File: src/rtl/spi_adc_pkg.sv
// Shared constants for the ADC-side SPI responder and its initiator:
// frame width default, SPI mode and FSM state encoding.
package spi_adc_pkg;

  localparam int DATA_WIDTH_DEF = 16;

  // Mode 0: sck idles low, data sampled on the rising edge
  localparam logic SPI_CPOL = 1'b0;
  localparam logic SPI_CPHA = 1'b0;

  typedef enum logic [1:0] {
    ST_IDLE  = 2'd0,
    ST_SHIFT = 2'd1,
    ST_DONE  = 2'd2
  } state_e;

endpackage

File: src/rtl/spi_pin_sync.sv
// Synchroniser for one SPI pin plus rise/fall pulses on the synchronised level.
module spi_pin_sync #(
  parameter int   SYNC_STAGES = 2,
  parameter logic RESET_VAL   = 1'b0
) (
  input  logic clk,
  input  logic rst_n,
  input  logic pin,
  output logic level,
  output logic rise,
  output logic fall
);

  logic [SYNC_STAGES-1:0] sync_q;
  logic                   prev_q;

  always_ff @(posedge clk or negedge rst_n) begin
    if (!rst_n) begin
      sync_q <= {SYNC_STAGES{RESET_VAL}};
      prev_q <= RESET_VAL;
    end else begin
      sync_q <= {sync_q[SYNC_STAGES-2:0], pin};
      prev_q <= sync_q[SYNC_STAGES-1];
    end
  end

  assign level = sync_q[SYNC_STAGES-1];
  assign rise  = level & ~prev_q;
  assign fall  = ~level & prev_q;

endmodule

File: src/rtl/spi_adc_responder.sv
// ADC-side SPI mode-0 responder: one-entry sample holding register feeding a
// shift register clocked by oversampled spi_sck edges.
module spi_adc_responder
  import spi_adc_pkg::*;
#(
  parameter int   DATA_WIDTH  = DATA_WIDTH_DEF,
  parameter int   SYNC_STAGES = 2,
  parameter logic IDLE_MISO   = 1'b0
) (
  input  logic                  clk,
  input  logic                  rst_n,
  input  logic                  spi_cs_n,
  input  logic                  spi_sck,
  output logic                  spi_miso,
  output logic                  spi_miso_oe,
  input  logic [DATA_WIDTH-1:0] sample_data,
  input  logic                  sample_valid,
  output logic                  sample_ready,
  output logic                  frame_active,
  output logic                  frame_done,
  output logic                  frame_abort,
  output logic                  underrun
);

  localparam int CNT_W = $clog2(DATA_WIDTH + 1);

  logic cs_level, cs_rise, cs_fall;
  logic sck_level, sck_rise, sck_fall;

  spi_pin_sync #(.SYNC_STAGES(SYNC_STAGES), .RESET_VAL(1'b1)) u_cs_sync (
    .clk   (clk),
    .rst_n (rst_n),
    .pin   (spi_cs_n),
    .level (cs_level),
    .rise  (cs_rise),
    .fall  (cs_fall)
  );

  spi_pin_sync #(.SYNC_STAGES(SYNC_STAGES), .RESET_VAL(SPI_CPOL)) u_sck_sync (
    .clk   (clk),
    .rst_n (rst_n),
    .pin   (spi_sck),
    .level (sck_level),
    .rise  (sck_rise),
    .fall  (sck_fall)
  );

  state_e                state;
  logic [DATA_WIDTH-1:0] holding;
  logic                  hold_full;
  logic [DATA_WIDTH-1:0] last_sent;
  logic [DATA_WIDTH-1:0] frame_word;
  logic [DATA_WIDTH-1:0] shift_reg;
  logic [CNT_W-1:0]      bit_cnt;
  logic [DATA_WIDTH-1:0] next_word;
  logic                  start;
  logic                  load;

  // An empty holding register replays the previous frame's word
  assign next_word    = hold_full ? holding : last_sent;
  assign start        = (state == ST_IDLE) & cs_fall;
  assign sample_ready = ~hold_full | start;
  assign load         = sample_valid & sample_ready;
  assign spi_miso_oe  = ~cs_level;
  assign frame_active = (state != ST_IDLE);

  always_ff @(posedge clk or negedge rst_n) begin
    if (!rst_n) begin
      state       <= ST_IDLE;
      holding     <= '0;
      hold_full   <= 1'b0;
      last_sent   <= '0;
      frame_word  <= '0;
      shift_reg   <= '0;
      bit_cnt     <= '0;
      spi_miso    <= IDLE_MISO;
      frame_done  <= 1'b0;
      frame_abort <= 1'b0;
      underrun    <= 1'b0;
    end else begin
      frame_done  <= 1'b0;
      frame_abort <= 1'b0;
      underrun    <= 1'b0;

      // A load in the start cycle lands after the frame has taken the old word
      if (load) begin
        holding   <= sample_data;
        hold_full <= 1'b1;
      end else if (start) begin
        hold_full <= 1'b0;
      end

      case (state)
        ST_IDLE: begin
          spi_miso <= IDLE_MISO;
          if (cs_fall) begin
            shift_reg  <= next_word;
            frame_word <= next_word;
            underrun   <= ~hold_full;
            bit_cnt    <= '0;
            spi_miso   <= next_word[DATA_WIDTH-1];
            state      <= ST_SHIFT;
          end
        end
        ST_SHIFT: begin
          // cs_n rising takes priority over any sck edge in the same cycle
          if (cs_rise) begin
            frame_abort <= 1'b1;
            last_sent   <= frame_word;
            spi_miso    <= IDLE_MISO;
            state       <= ST_IDLE;
          end else if (sck_rise) begin
            if (bit_cnt != CNT_W'(DATA_WIDTH)) bit_cnt <= bit_cnt + CNT_W'(1);
            if (bit_cnt == CNT_W'(DATA_WIDTH - 1)) begin
              frame_done <= 1'b1;
              last_sent  <= frame_word;
              spi_miso   <= IDLE_MISO;
              state      <= ST_DONE;
            end
          end else if (sck_fall) begin
            shift_reg <= {shift_reg[DATA_WIDTH-2:0], IDLE_MISO};
            spi_miso  <= shift_reg[DATA_WIDTH-2];
          end
        end
        ST_DONE: begin
          spi_miso <= IDLE_MISO;
          if (cs_rise) state <= ST_IDLE;
        end
        default: state <= ST_IDLE;
      endcase
    end
  end

endmodule

File: config.mk
export PLATFORM = sky130hd
export DESIGN_NAME = spi_adc_responder
export DESIGN_NICKNAME = d
export VERILOG_FILES = /design/src/rtl/spi_adc_pkg.sv /design/src/rtl/spi_pin_sync.sv /design/src/rtl/spi_adc_responder.sv
export SDC_FILE = /design/constraint.sdc
export NUM_CORES = 1
export LEC_CHECK = 0
export CAP_MARGIN = 20
export CORE_MARGIN = 4
export CORE_UTILIZATION = 65
export DETAILED_ROUTE_END_ITERATION = 12
export DONT_BUFFER_PORTS = 1
export PLACE_DENSITY_LB_ADDON = 0.25
export SLEW_MARGIN = 20
export SYNTH_ARGS = -nofsm -noshare
export SYNTH_HDL_FRONTEND = slang
export SYNTH_HIERARCHICAL = 1
export SYNTH_SLANG_ARGS = --single-unit
File: constraint.sdc
create_clock -name clk -period 4.3 [get_ports clk]
set_clock_uncertainty 0.15 [all_clocks]
set_input_delay 0.645 -clock clk [delete_from_list [all_inputs] [get_ports clk]]
set_output_delay 0.645 -clock clk [all_outputs]
set_load 0.005 [all_outputs]
==> results of run 1 <==
==> per-layer routing <==
| layer | routed length (um) | track usage [%] |
|---|---|---|
| met3 | 185 | 3.618 |
| met1 | 2855 | 29.71 |
| met4 | 96 | 8.970 |
| met2 | 2906 | 32.31 |
| met5 | 0 | 0 |
==> where the power goes <==
group          switching [W]  internal (W)  total (W)
Clock               0.000264      0.000326   0.000590
Combinational       0.000419      0.000355   0.000774
Sequential          0.000175       0.00107    0.00124
==> per-stage QoR <==
stage,util [%],hold slack (ns),instances,area [um^2]
after floorplan,-,0.1812,311,3542
after global placement,68.58,0.1854,368,3570
after detailed placement,68.58,0.1847,368,3570
after CTS,73.17,0.05339,385,3809
after global routing,73.17,0.05930,385,3809
final,73.17,0.03033,385,3809
==> worst max-delay path, stage by stage, from the launching register on <==
cell	delay, ns
sky130_fd_sc_hd__dfrtp_1	0.41
sky130_fd_sc_hd__inv_1	0.12
sky130_fd_sc_hd__ha_1	0.55
sky130_fd_sc_hd__buf_4	0.37
sky130_fd_sc_hd__mux2i_1	0.16
sky130_fd_sc_hd__or2_1	0.33
sky130_fd_sc_hd__or4b_1	0.52
sky130_fd_sc_hd__nand3_1	0.09
==> area by class of cell <==
type,instances,share of cell area [%]
clock inverter,5,2.102
tap,70,2.300
clock buffer,11,3.449
inverter,10,0.9855
timing repair buffer,4,1.314
sequential,81,53.32
multi-input combinational,204,36.53
==> logic make-up after synthesis <==
logic type      after synthesis
mux                          52
compound gates               58
fa+ha+maj                     8
simple gates                 86
buf+inv                      26
flops                        81
==> path summary, 6_finish.rpt <==
path | from | to | slack (ns) | cells past startpoint
min | rst_n | bit_cnt[4] | 0.03 | 1
min reg2reg | u_sck_sync/sync_q[0] | u_sck_sync/sync_q[1] | 0.20 | 0
max | state[1] | bit_cnt[3] | 1.53 | 7
min in group clk | spi_cs_n | u_cs_sync/sync_q[0] | 0.14 | 0
max in group asynchronous | rst_n | u_cs_sync/sync_q[0] | 3.60 | 1
max reg2reg | state[1] | bit_cnt[3] | 1.53 | 7
==> layout by cell type (no fill, tap or decap), types with 2 or more instances in the layout <==
master	netlist	layout
sky130_fd_sc_hd__dfrtp_1	78	78
sky130_fd_sc_hd__nand2_1	42	42
sky130_fd_sc_hd__mux2_2	35	35
sky130_fd_sc_hd__o21ai_0	32	32
sky130_fd_sc_hd__nor2_1	17	17
sky130_fd_sc_hd__mux2i_1	17	17
sky130_fd_sc_hd__a21oi_1	17	17
sky130_fd_sc_hd__inv_1	10	10
sky130_fd_sc_hd__clkbuf_8	0	9
sky130_fd_sc_hd__ha_1	8	8
sky130_fd_sc_hd__nor2b_1	4	4
sky130_fd_sc_hd__nand3_1	4	4
sky130_fd_sc_hd__nand2b_1	3	3
sky130_fd_sc_hd__buf_4	0	3
sky130_fd_sc_hd__dfstp_2	3	3
sky130_fd_sc_hd__and3_1	2	2
sky130_fd_sc_hd__and2_1	2	2
sky130_fd_sc_hd__nor3_1	2	2
sky130_fd_sc_hd__or4b_1	2	2
sky130_fd_sc_hd__clkbuf_1	7	2
sky130_fd_sc_hd__clkinvlp_4	0	2
sky130_fd_sc_hd__bufinv_16	0	2
sky130_fd_sc_hd__and2b_2	2	2
==> timing repair <==
action                    4_1_cts  5_1_grt
hold buffers                    1        0
hold endpoints to repair       81        0
setup buffers                   0        0
==> summary.md, run 1 <==
| Metric | Value |
|---|---|
| RSZ-0062 raised after global routing | false |
| Area of the multi-input gates | 1391 um^2 |
| Initial antenna violation count | 0 |
| Clk Latency, worst-skew pair | 0.35 ns |
| Fraction of synthesized cell area in xor and xnor cells | 0% |
| Cell type with the largest total area after synthesis | sky130_fd_sc_hd__dfrtp_1 |
| Endpoint arrival time on the critical path | 2.90 ns |
| Number of distinct library cell variants in the gate-level netlist after synthesis | 37 |
| Overall die area | approximately 6700 um^2 |
| Clock tree from TritonCTS | done |
| Post-synthesis instance area | around 3500 um^2 |
| Post-synthesis register bit count | between 80 and 90 |
| # port buffers | 0 |
| Syn_area_per_cell | around 11 um^2 |
| Main combinational cell family by area after synthesis | multiplexers |
| Maximum clock path buffer count | 2 |
| Total power after layout | 0.002608 W |
| CTS resizes | 0 |
| Cell chosen for the clock root | sky130_fd_sc_hd__clkbuf_8 |
| Yosys warning count | 6 |
| Clk pin slew, worst setup/hold paths | roughly 0.080 ns |
| Post-synthesis compound-gate area fraction | a little under a tenth |
| Total vias in the final route | ~2200 |
| Leading registers by flop count | frame_word: 16 flops, holding: 16 flops, last_sent: 16 flops |
| Peak supply drop | 394.6 uV |
| Register cell area after layout | 2031 um^2 |
| Die span in x | about 82 um |
| Number of global-route vias before repair | about 2200 |
| Worst Path Required | ~4.4 ns |
| Headroom to the max-slew limit | a little over a third |
| Run status | finished clean |
| Number of max-slew violations in the final report | 0 |
| Static Leakage | between 1.5 and 2 nW |
| Final antenna-violating net count | 0 |
| Number of design rule violations left after detail routing | 0 |
| Maximum number of pins on one net before global-route repair | between 80 and 90 |
| Drt first pass iters | 4 |
| Worst Tran Pin Value | between 0.9 and 1 ns |
| Average wire per cell in the routed design | 15.70 um |
| Placeable core region | 5205 um^2 |
| Worst Path Class, Setup | reg -> reg |
| Number of clock sinks seen by CTS | slightly above 80 |
| Filler Cells Inserted | approximately 380 |
| Routed WL | roughly 6 mm |
| Portion of netlist area occupied by mux cells | about 16% |
| Count leader, synth | sky130_fd_sc_hd__dfrtp_1 |
| Top achievable clock speed | roughly 360 MHz |
| Number of buffers created by CTS | 9 |
| Area growth from synthesis to layout | 7.524% |
| Layout Nets | about 340 |
| Final HPWL DP | between 3 and 4 mm |
| Count of inserted antenna diode cells | 0 |
| Least setup slack across all paths after layout | between 1.5 and 2 ns |
| Post-synth EDFFs | 0 |
| # H-tree levels | 3 |
| Standard-cell rows | 26 |
| Vert. Die Dim | between 80 and 90 um |
| Number of instances in the synthesized netlist | 311 |
| Total track usage | approximately a fifth |
| Prevailing post-synth register cell | sky130_fd_sc_hd__dfrtp_1 |
| Critical Path End Type | flop |
| Critical-path maximum fanout | 25 |
| Post-detailed-route via-to-cell ratio | just under 6 |
| Gr ovfl total | 0 |
| Share of synthesized cell area in and, or, nand and nor gates | 11.37% |
| Number of failing setup endpoints in the final timing report | 0 |
| Number of placed I/O pins | 28 |
| Synth Area in Adders | under 10% |
| Worst Setup Start Kind | flop |
| Detailed Route Iter0 Violations | 149 |
| Share of synthesized flip-flops with an asynchronous set or reset | 100.0% |
| Initial cell density of the core | between 60% and 70% |
| PD cells | 684.9 nW/um^2 |
| Final total negative setup slack | 0 ns |
| Type of the worst min-delay path | in -> async |
| Max capacitance violation total | 0 |
| Fraction of layout cells with a size suffix above 1 | around a fifth |
| Largest cells by area after synthesis | sky130_fd_sc_hd__dfrtp_1, sky130_fd_sc_hd__mux2_2, sky130_fd_sc_hd__mux2i_1 |
| Final hold violation count | 0 |
| Final weighted congestion in routability-driven placement | slightly below 0.8 |
| Fraction of post-synthesis cell area in the top cell type by area | a little under three fifths |
| Commonest cells in the synthesized netlist | sky130_fd_sc_hd__dfrtp_1, sky130_fd_sc_hd__nand2_1, sky130_fd_sc_hd__mux2_2 |
| Number of nets in the synthesized netlist | 340 |
| Final critical-path required period | between 2 and 3 ns |
| Register area share after synthesis | about 57% |
| Dpl ws | 1.573 ns |
| Wire length of the first global-routing pass | ~11 mm |
| Portion of the clock cycle consumed by the worst path in the final layout | around 64% |
Power figures use the tool's default switching activity.
==> run 2, diff against run 1 <==
--- a/config.mk
+++ b/config.mk
@@ -7,7 +7,7 @@
 export LEC_CHECK = 0
 export CAP_MARGIN = 20
 export CORE_MARGIN = 4
-export CORE_UTILIZATION = 65
+export CORE_UTILIZATION = 62
 export DETAILED_ROUTE_END_ITERATION = 12
 export DONT_BUFFER_PORTS = 1
 export PLACE_DENSITY_LB_ADDON = 0.25
==> constraint.sdc (replaced) <==
create_clock -name clk -period 2.7 [get_ports clk]
set_clock_uncertainty 0.15 [all_clocks]
set_input_delay 0.405 -clock clk [delete_from_list [all_inputs] [get_ports clk]]
set_output_delay 0.405 -clock clk [all_outputs]
set_load 0.005 [all_outputs]
==> run 2 against run 1 <==
Net effect: total power grew 57%; largest cell class unchanged; first-iteration DRC count decreased by 28%; sequential cell count unchanged; maximum frequency grew 21%; routed wire length decreased by 1.1%.
==> summary.md, run 2 (synthesis gave the netlist of run 1 again) <==
| Metric | Value |
|---|---|
| Run status | finished clean |
| Placeable core region | 5540 um^2 (+6.4%) |
| Max capacitance violation total | 0 (unchanged) |
| CP startpoint | state[1] |
| Wire length of the first global-routing pass | 10.46 mm (-1.6%) |
| Met2 GRT Util | 29.86% (-2.4 points) |
| Count of inserted antenna diode cells | 0 (unchanged) |
| Fraction of layout cells with a size suffix above 1 | 21.25% (+0.93 points) |
| PD cells | 1066 nW/um^2 (+56%) |
| Dpl ws | 0.4321 ns (-1.141 ns) |
| Clk Latency, worst-skew pair | 0.34 ns (about the same) |
| Final weighted congestion in routability-driven placement | 0.7938 (-0.23%) |
| Number of max-slew violations in the final report | 0 (unchanged) |
| Final antenna-violating net count | 0 (unchanged) |
| Type of the worst min-delay path | in -> reg |
| # H-tree levels | 3 (unchanged) |
| Overall die area | 6986 um^2 (+4.4%) |
| Most common cell after layout, fill and taps aside | sky130_fd_sc_hd__dfrtp_1 |
| Min-delay src | sample_valid |
| Top achievable clock speed | 437.7 MHz (+21%) |
| Static Leakage | 1.834 nW (+1.1%) |
| Average wire per cell in the routed design | 15.25 um (-2.9%) |
| Initial antenna violation count | 0 (unchanged) |
| Headroom to the max-slew limit | 51.92% (+16 points) |
| Final total negative setup slack | 0 ns (unchanged) |
| Final critical-path required period | 2.285 ns (-0.4883 ns) |
| Worst Tran Pin Value | 0.7151 ns (-0.2501 ns) |
| Endpoint arrival time on the critical path | 2.41 ns (-0.49 ns) |
| Peak supply drop | 726.3 uV (+84%) |
| Number of design rule violations left after detail routing | 0 (unchanged) |
| Initial cell density of the core | 63.93% (-4.1 points) |
| Number of placed I/O pins | 28 (unchanged) |
| Post-detailed-route via-to-cell ratio | 5.671 (-1.9%) |
| Count of cells along the worst register-to-register path | 6 (-1) |
| Hold Slack | 0.02446 ns (-0.005865 ns) |
| Final hold violation count | 0 (unchanged) |
| Routed WL | 5.977 mm (-1.1%) |
| Vert. Die Dim | 83.59 um (+2.2%) |
| Number of clock sinks seen by CTS | 81 (unchanged) |
| Gr ovfl total | 0 (unchanged) |
| Standard-cell rows | 27 (+3.8%) |
| Drt first pass iters | 6 (+2) |
| Number of buffers created by CTS | 9 (unchanged) |
| Leading registers by flop count | frame_word: 16 flops, holding: 16 flops, last_sent: 16 flops |
| Global Route met1 Usage | 24.47% (-5.2 points) |
| Final HPWL DP | 3.901 mm (+1.6%) |
| Commonest cells after routing, fill and taps aside | sky130_fd_sc_hd__dfrtp_1, sky130_fd_sc_hd__nand2_1, sky130_fd_sc_hd__mux2_2, sky130_fd_sc_hd__o21ai_0 |
| Number of failing setup endpoints in the final timing report | 0 (unchanged) |
| Clock tree from TritonCTS | done |
| Most Used Layer, Global Route | met2 |
| Maximum number of pins on one net before global-route repair | 82 (unchanged) |
| Layout Nets | 344 (+1.5%) |
| Total track usage | 18.53% (-2.5 points) |
| Filler Cells Inserted | 399 (+5.6%) |
| Critical Path End Type | flop |
| Portion of the clock cycle consumed by the worst path in the final layout | 84.61% (+20 points) |
| Clk pin slew, worst setup/hold paths | 0.08 ns (about the same) |
| Detailed Route Iter0 Violations | 108 (-28%) |
| Cell chosen for the clock root | sky130_fd_sc_hd__clkbuf_8 |
| Worst Path Required | 2.82 ns (-1.61 ns) |
| Number of global-route vias before repair | 2283 (+1.7%) |
| Maximum clock path buffer count | 2 (unchanged) |
| Die span in x | 83.59 um (+2.2%) |
| Area growth from synthesis to layout | 8.689% |
| Critical-path maximum fanout | 13 (-48%) |
| Total vias in the final route | 2223 (-0.090%) |
| Startpoint of the worst-slack reg-to-reg timing path | state[1] |
| Worst Path Class, Setup | reg -> reg |
| Worst Setup Start Kind | flop |
| # port buffers | 0 (unchanged) |
| Hold path depth | 1 |
| Least setup slack across all paths after layout | 0.4154 ns (-1.112 ns) |
| RSZ-0062 raised after global routing | false |
| Fraction of met3 tracks used by global routing | 3.455% (-0.16 points) |
[run 2: changes by cell type in the layout (fill, tap and decap cells not counted)]
cell / change
sky130_fd_sc_hd__dlygate4sd3_1: +3
sky130_fd_sc_hd__buf_4: +2
sky130_fd_sc_hd__clkbuf_1: -2
sky130_fd_sc_hd__clkinv_4: +2
sky130_fd_sc_hd__bufinv_16: -1
sky130_fd_sc_hd__clkbuf_8: +1
[run 2: metal layers]
metal	vias to the layer above	wire (um)
met2	41	2872
met5	-	0
li1	1076	-
met3	8	191
met1	1098	2825
met4	0	87
[run 2: repair_timing]
item,CTS,global route
hold buffers,4,0
resized for setup,0,0
endpoints found under the hold margin,83,0
setup buffers,0,0
[run 2: report_power, final]
| group | internal [W] | switching, W | leakage, nW |
|---|---|---|---|
| Combinational | 0.000573 | 0.000666 | 0.726 |
| Clock | 0.000454 | 0.000432 | 0.0985 |
| Sequential | 0.00170 | 0.000275 | 1.01 |
| Total | 0.00273 | 0.00137 | 1.83 |
[run 2: final cells by class]
class | count | area, um^2 | share of cell area, %
clock inverters | 6 | 67.56 | 1.755
clock buffers | 10 | 137.6 | 3.575
multi-input cells | 204 | 1391 | 36.14
well taps | 72 | 90.09 | 2.340
repair buffers | 9 | 95.09 | 2.470
flip-flops and latches | 81 | 2031 | 52.75
inverters | 10 | 37.54 | 0.9750
[run 2: worst max-delay path, cell delays in order (launching register included)]
cell and delay, ns:
sky130_fd_sc_hd__dfrtp_1 0.42, sky130_fd_sc_hd__inv_1 0.11, sky130_fd_sc_hd__ha_1 0.40, sky130_fd_sc_hd__mux2i_1 0.20
sky130_fd_sc_hd__or2_1 0.34, sky130_fd_sc_hd__or4b_1 0.52, sky130_fd_sc_hd__nand3_1 0.08
[run 2: worst paths after layout]
kind / end / slack [ns]
worst max register to register: bit_cnt[0] / 0.42
worst max-delay path: bit_cnt[0] / 0.42
max in group asynchronous: u_cs_sync/sync_q[1] / 1.60
min in group asynchronous: bit_cnt[3] / 0.45
worst min register to register: u_cs_sync/sync_q[1] / 0.21
worst min-delay path: hold_full / 0.02
[run 2: metrics by stage]
step | total power (W) | cells | instance area (um^2) | util, %
after floorplan | 0.002955 | 311 | 3542 | -
after global placement | 0.003123 | 372 | 3587 | 64.75
after detailed placement | 0.003213 | 372 | 3587 | 64.75
after CTS | 0.004135 | 392 | 3850 | 69.49
after global routing | 0.004424 | 392 | 3850 | 69.49
final | 0.004102 | 392 | 3850 | 69.49
==> run 3, diff against run 2 <==
==> constraint.sdc (replaced) <==
create_clock -name clk -period 2.3 [get_ports clk]
set_clock_uncertainty 0.15 [all_clocks]
set_input_delay 0.345 -clock clk [delete_from_list [all_inputs] [get_ports clk]]
set_output_delay 0.345 -clock clk [all_outputs]
set_load 0.005 [all_outputs]
==> run 3 against run 2 <==
Net effect: the flow now finishes with violations (negative hold slack); first-iteration DRC count is 9.3% higher; utilization is 3.0 points higher; clock power is 19% higher; count of clock-buffer cells in the layout is 2 higher; sequential power is 17% higher; maximum frequency is 5.1% higher; final cell count is 4.6% higher; worst hold slack worse by 0.50 ns; critical path depth is 1 higher; final area is 4.4% higher; sequential share of layout area is 2.2 points lower; via count is 1.4% higher; critical path type unchanged; critical endpoint is now last_sent[15]; largest cell class unchanged; largest power group unchanged; highest routed layer unchanged.
==> summary.md, run 3 (synthesis gave the netlist of run 1 again) <==
| Metric | Value |
|---|---|
| Critical Path End Type | flop |
| Switching share of power | 32.54% (-0.94 points) |
| Filler Cells Inserted | 375 (-6.0%) |
| Least setup slack across all paths after layout | 0.1260 ns (-0.2895 ns) |
| Total track usage | 18.92% (+0.39 points) |
| Static Leakage | 1.913 nW (+4.3%) |
| Metal3 WL | 266 um (+39%) |
| Final critical-path required period | 2.174 ns (-0.1105 ns) |
| Wire length of the first global-routing pass | 10.54 mm (+0.73%) |
| Final HPWL DP | 3.950 mm (+1.2%) |
| Dpl ws | 0.1087 ns (-0.3234 ns) |
| Area growth from synthesis to layout | 13.46% |
| Worst Path Required | 2.38 ns (-0.44 ns) |
| Final total negative setup slack | 0 ns (unchanged) |
| Standard-cell rows | 27 (unchanged) |
| Die span in x | 83.59 um (unchanged) |
| Number of design rule violations left after detail routing | 0 (unchanged) |
| Overall die area | 6986 um^2 (unchanged) |
| Final antenna-violating net count | 0 (unchanged) |
| Routed WL | 6.134 mm (+2.6%) |
| Register share of total power | 47.7% (-0.5 points) |
| Number of failing setup endpoints in the final timing report | 0 (unchanged) |
| Met1 Routed Length | 2.811 mm (-0.50%) |
| Number of clock sinks seen by CTS | 81 (unchanged) |
| Portion of the clock cycle consumed by the worst path in the final layout | 94.52% (+9.9 points) |
| Top achievable clock speed | 460.0 MHz (+5.1%) |
| Clock tree from TritonCTS | done |
| Hold Slack | -0.4710 ns (-0.4955 ns) |
| Final hold violation count | 81 (+81) |
| Maximum number of pins on one net before global-route repair | 82 (unchanged) |
| Type of the worst min-delay path | in -> async |
| Cells along the critical path | ha_1 > and3_1 > ha_1 > and2_1 > o21ai_2 > buf_12 > mux2_2 |
| Worst Setup Start Kind | flop |
| Post-detailed-route via-to-cell ratio | 5.500 (-3.0%) |
| Gr ovfl total | 0 (unchanged) |
| Internal power | 0.003283 W (+20%) |
| Layout Nets | 362 (+5.2%) |
| Critical-path maximum fanout | 16 (+3) |
| Run status | complete, but fails checks |
| Total vias in the final route | 2255 (+1.4%) |
| Placeable core region | 5540 um^2 (unchanged) |
| PD cells | 1211 nW/um^2 (+14%) |
| Count of inserted antenna diode cells | 0 (unchanged) |
| Number of buffers created by CTS | 9 (unchanged) |
| Number of placed I/O pins | 28 (unchanged) |
| Vert. Die Dim | 83.59 um (unchanged) |
| Leading registers by flop count | frame_word: 16 flops, holding: 16 flops, last_sent: 16 flops |
| Clk Latency, worst-skew pair | 0.35 ns (about the same) |
| Share of total power in the clock network | 21.7% (about the same) |
| Met2 WL post-DR | 2.959 mm (+3.0%) |
| Detailed Route Iter0 Violations | 118 (+9.3%) |
| Number of global-route vias before repair | 2223 (-2.6%) |
| Initial cell density of the core | 63.93% (unchanged) |
| Worst Tran Pin Value | 0.8145 ns (+0.09935 ns) |
| Initial antenna violation count | 0 (unchanged) |
| Maximum clock path buffer count | 2 (unchanged) |
| Register cell area after layout | 2031 um^2 (unchanged) |
| # H-tree levels | 3 (unchanged) |
| Headroom to the max-slew limit | 45.24% (-6.7 points) |
| RSZ-0062 raised after global routing | false |
| Endpoint arrival time on the critical path | 2.25 ns (-0.16 ns) |
| Commonest cells after routing, fill and taps aside | sky130_fd_sc_hd__dfrtp_1, sky130_fd_sc_hd__nand2_1, sky130_fd_sc_hd__mux2_2, sky130_fd_sc_hd__o21ai_0, sky130_fd_sc_hd__dlygate4sd3_1 |
| Count of cells along the worst register-to-register path | 7 (+1) |
| Cell at the slowest stage of the critical path | sky130_fd_sc_hd__dfrtp_1 |
| Peak supply drop | 729.6 uV (+0.46%) |
| Violated checks | negative hold slack |
| Number of max-slew violations in the final report | 0 (unchanged) |
| Cell repeated most along the worst path | sky130_fd_sc_hd__ha_1 |
| Most common cell after layout, fill and taps aside | sky130_fd_sc_hd__dfrtp_1 |
| Total net switching power | 0.001584 W (+15%) |
| Cell chosen for the clock root | sky130_fd_sc_hd__clkbuf_8 |
| # port buffers | 0 (unchanged) |
| Uppermost metal layer occupied by signal nets | met4 |
| Critical path's largest stage delay | 0.41 ns (-0.11 ns) |
| Clk pin slew, worst setup/hold paths | 0.08 ns (about the same) |
| Final weighted congestion in routability-driven placement | 0.7717 (-2.8%) |
| Fraction of layout cells with a size suffix above 1 | 20.41% (-0.84 points) |
| CTS resizes | 0 (unchanged) |
| Part of the total power dissipated in combinational logic | 30.7% (+0.5 points) |
| Max capacitance violation total | 0 (unchanged) |
| Area of the multi-input gates | 1391 um^2 (unchanged) |
| Drt first pass iters | 4 (-2) |
| Average wire per cell in the routed design | 14.96 um (-1.9%) |
| Worst Path Class, Setup | reg -> reg |
run 3: path summary, 6_finish.rpt:
kind                                        to  slack [ns]                start
setup reg to reg                 last_sent[15]        0.13           bit_cnt[0]
hold / removal                      frame_done       -0.47                rst_n
setup / recovery                 last_sent[15]        0.13           bit_cnt[0]
max in group asynchronous  u_cs_sync/sync_q[0]        2.25                rst_n
hold reg to reg            u_cs_sync/sync_q[1]        0.21  u_cs_sync/sync_q[0]
min in group clk           u_cs_sync/sync_q[1]        0.21  u_cs_sync/sync_q[0]
run 3: cell type report:
type,instances,area share [%]
clock buffer,12,3.861
clock inverter,4,1.276
inverter,10,0.9340
multi-input combinational,204,34.62
sequential,81,50.53
tap,72,2.242
timing repair buffer,27,6.538
run 3: stage by stage:
stage          instances  util (%)  power [W]  hold slack (ns)  area [um^2]
2_1_floorplan        311         -   0.003469          -0.1006         3542
3_5_place_dp         374     65.24   0.003803         -0.09809         3615
5_1_grt              410     72.54   0.005249          -0.4960         4019
4_1_cts              408     72.22   0.004890          -0.4779         4001
6_report             410     72.54   0.004867          -0.4710         4019
3_3_place_gp         374     65.24   0.003702         -0.09806         3615
run 3: per-layer routing:
| metal | global-route usage [%] | vias up |
|---|---|---|
| li1 | - | 1112 |
| met4 | 5.263 | 0 |
| met5 | 0 | - |
| met2 | 29.86 | 45 |
| met1 | 25.00 | 1089 |
| met3 | 6.614 | 9 |
run 3: worst max-delay path, delay by kind of cell (launching register included):
family,cells,cell delay [ns]
AO/OA/AOI/OAI,1,0.18
adder cells (fa/ha/maj),2,0.41
buffers and inverters,1,0.18
flip-flops,1,0.41
multiplexers,1,0.34
AND/OR/NAND/NOR,2,0.38
run 3: power groups by stage:
stage / Clock (W) / Sequential (W) / Combinational (W)
floorplan: 0 / 0.00224 / 0.00123
global route: 0.00115 / 0.00239 / 0.00171
detailed placement: 0 / 0.00235 / 0.00146
CTS: 0.00107 / 0.00232 / 0.00149
finish: 0.00105 / 0.00232 / 0.00149
global placement: 0 / 0.00231 / 0.00139
run 3: what timing repair did:
item,in CTS,in global routing
endpoints found under the hold margin,99,82
setup buffers,0,1
hold buffers,18,1
setup endpoints to repair,0,8
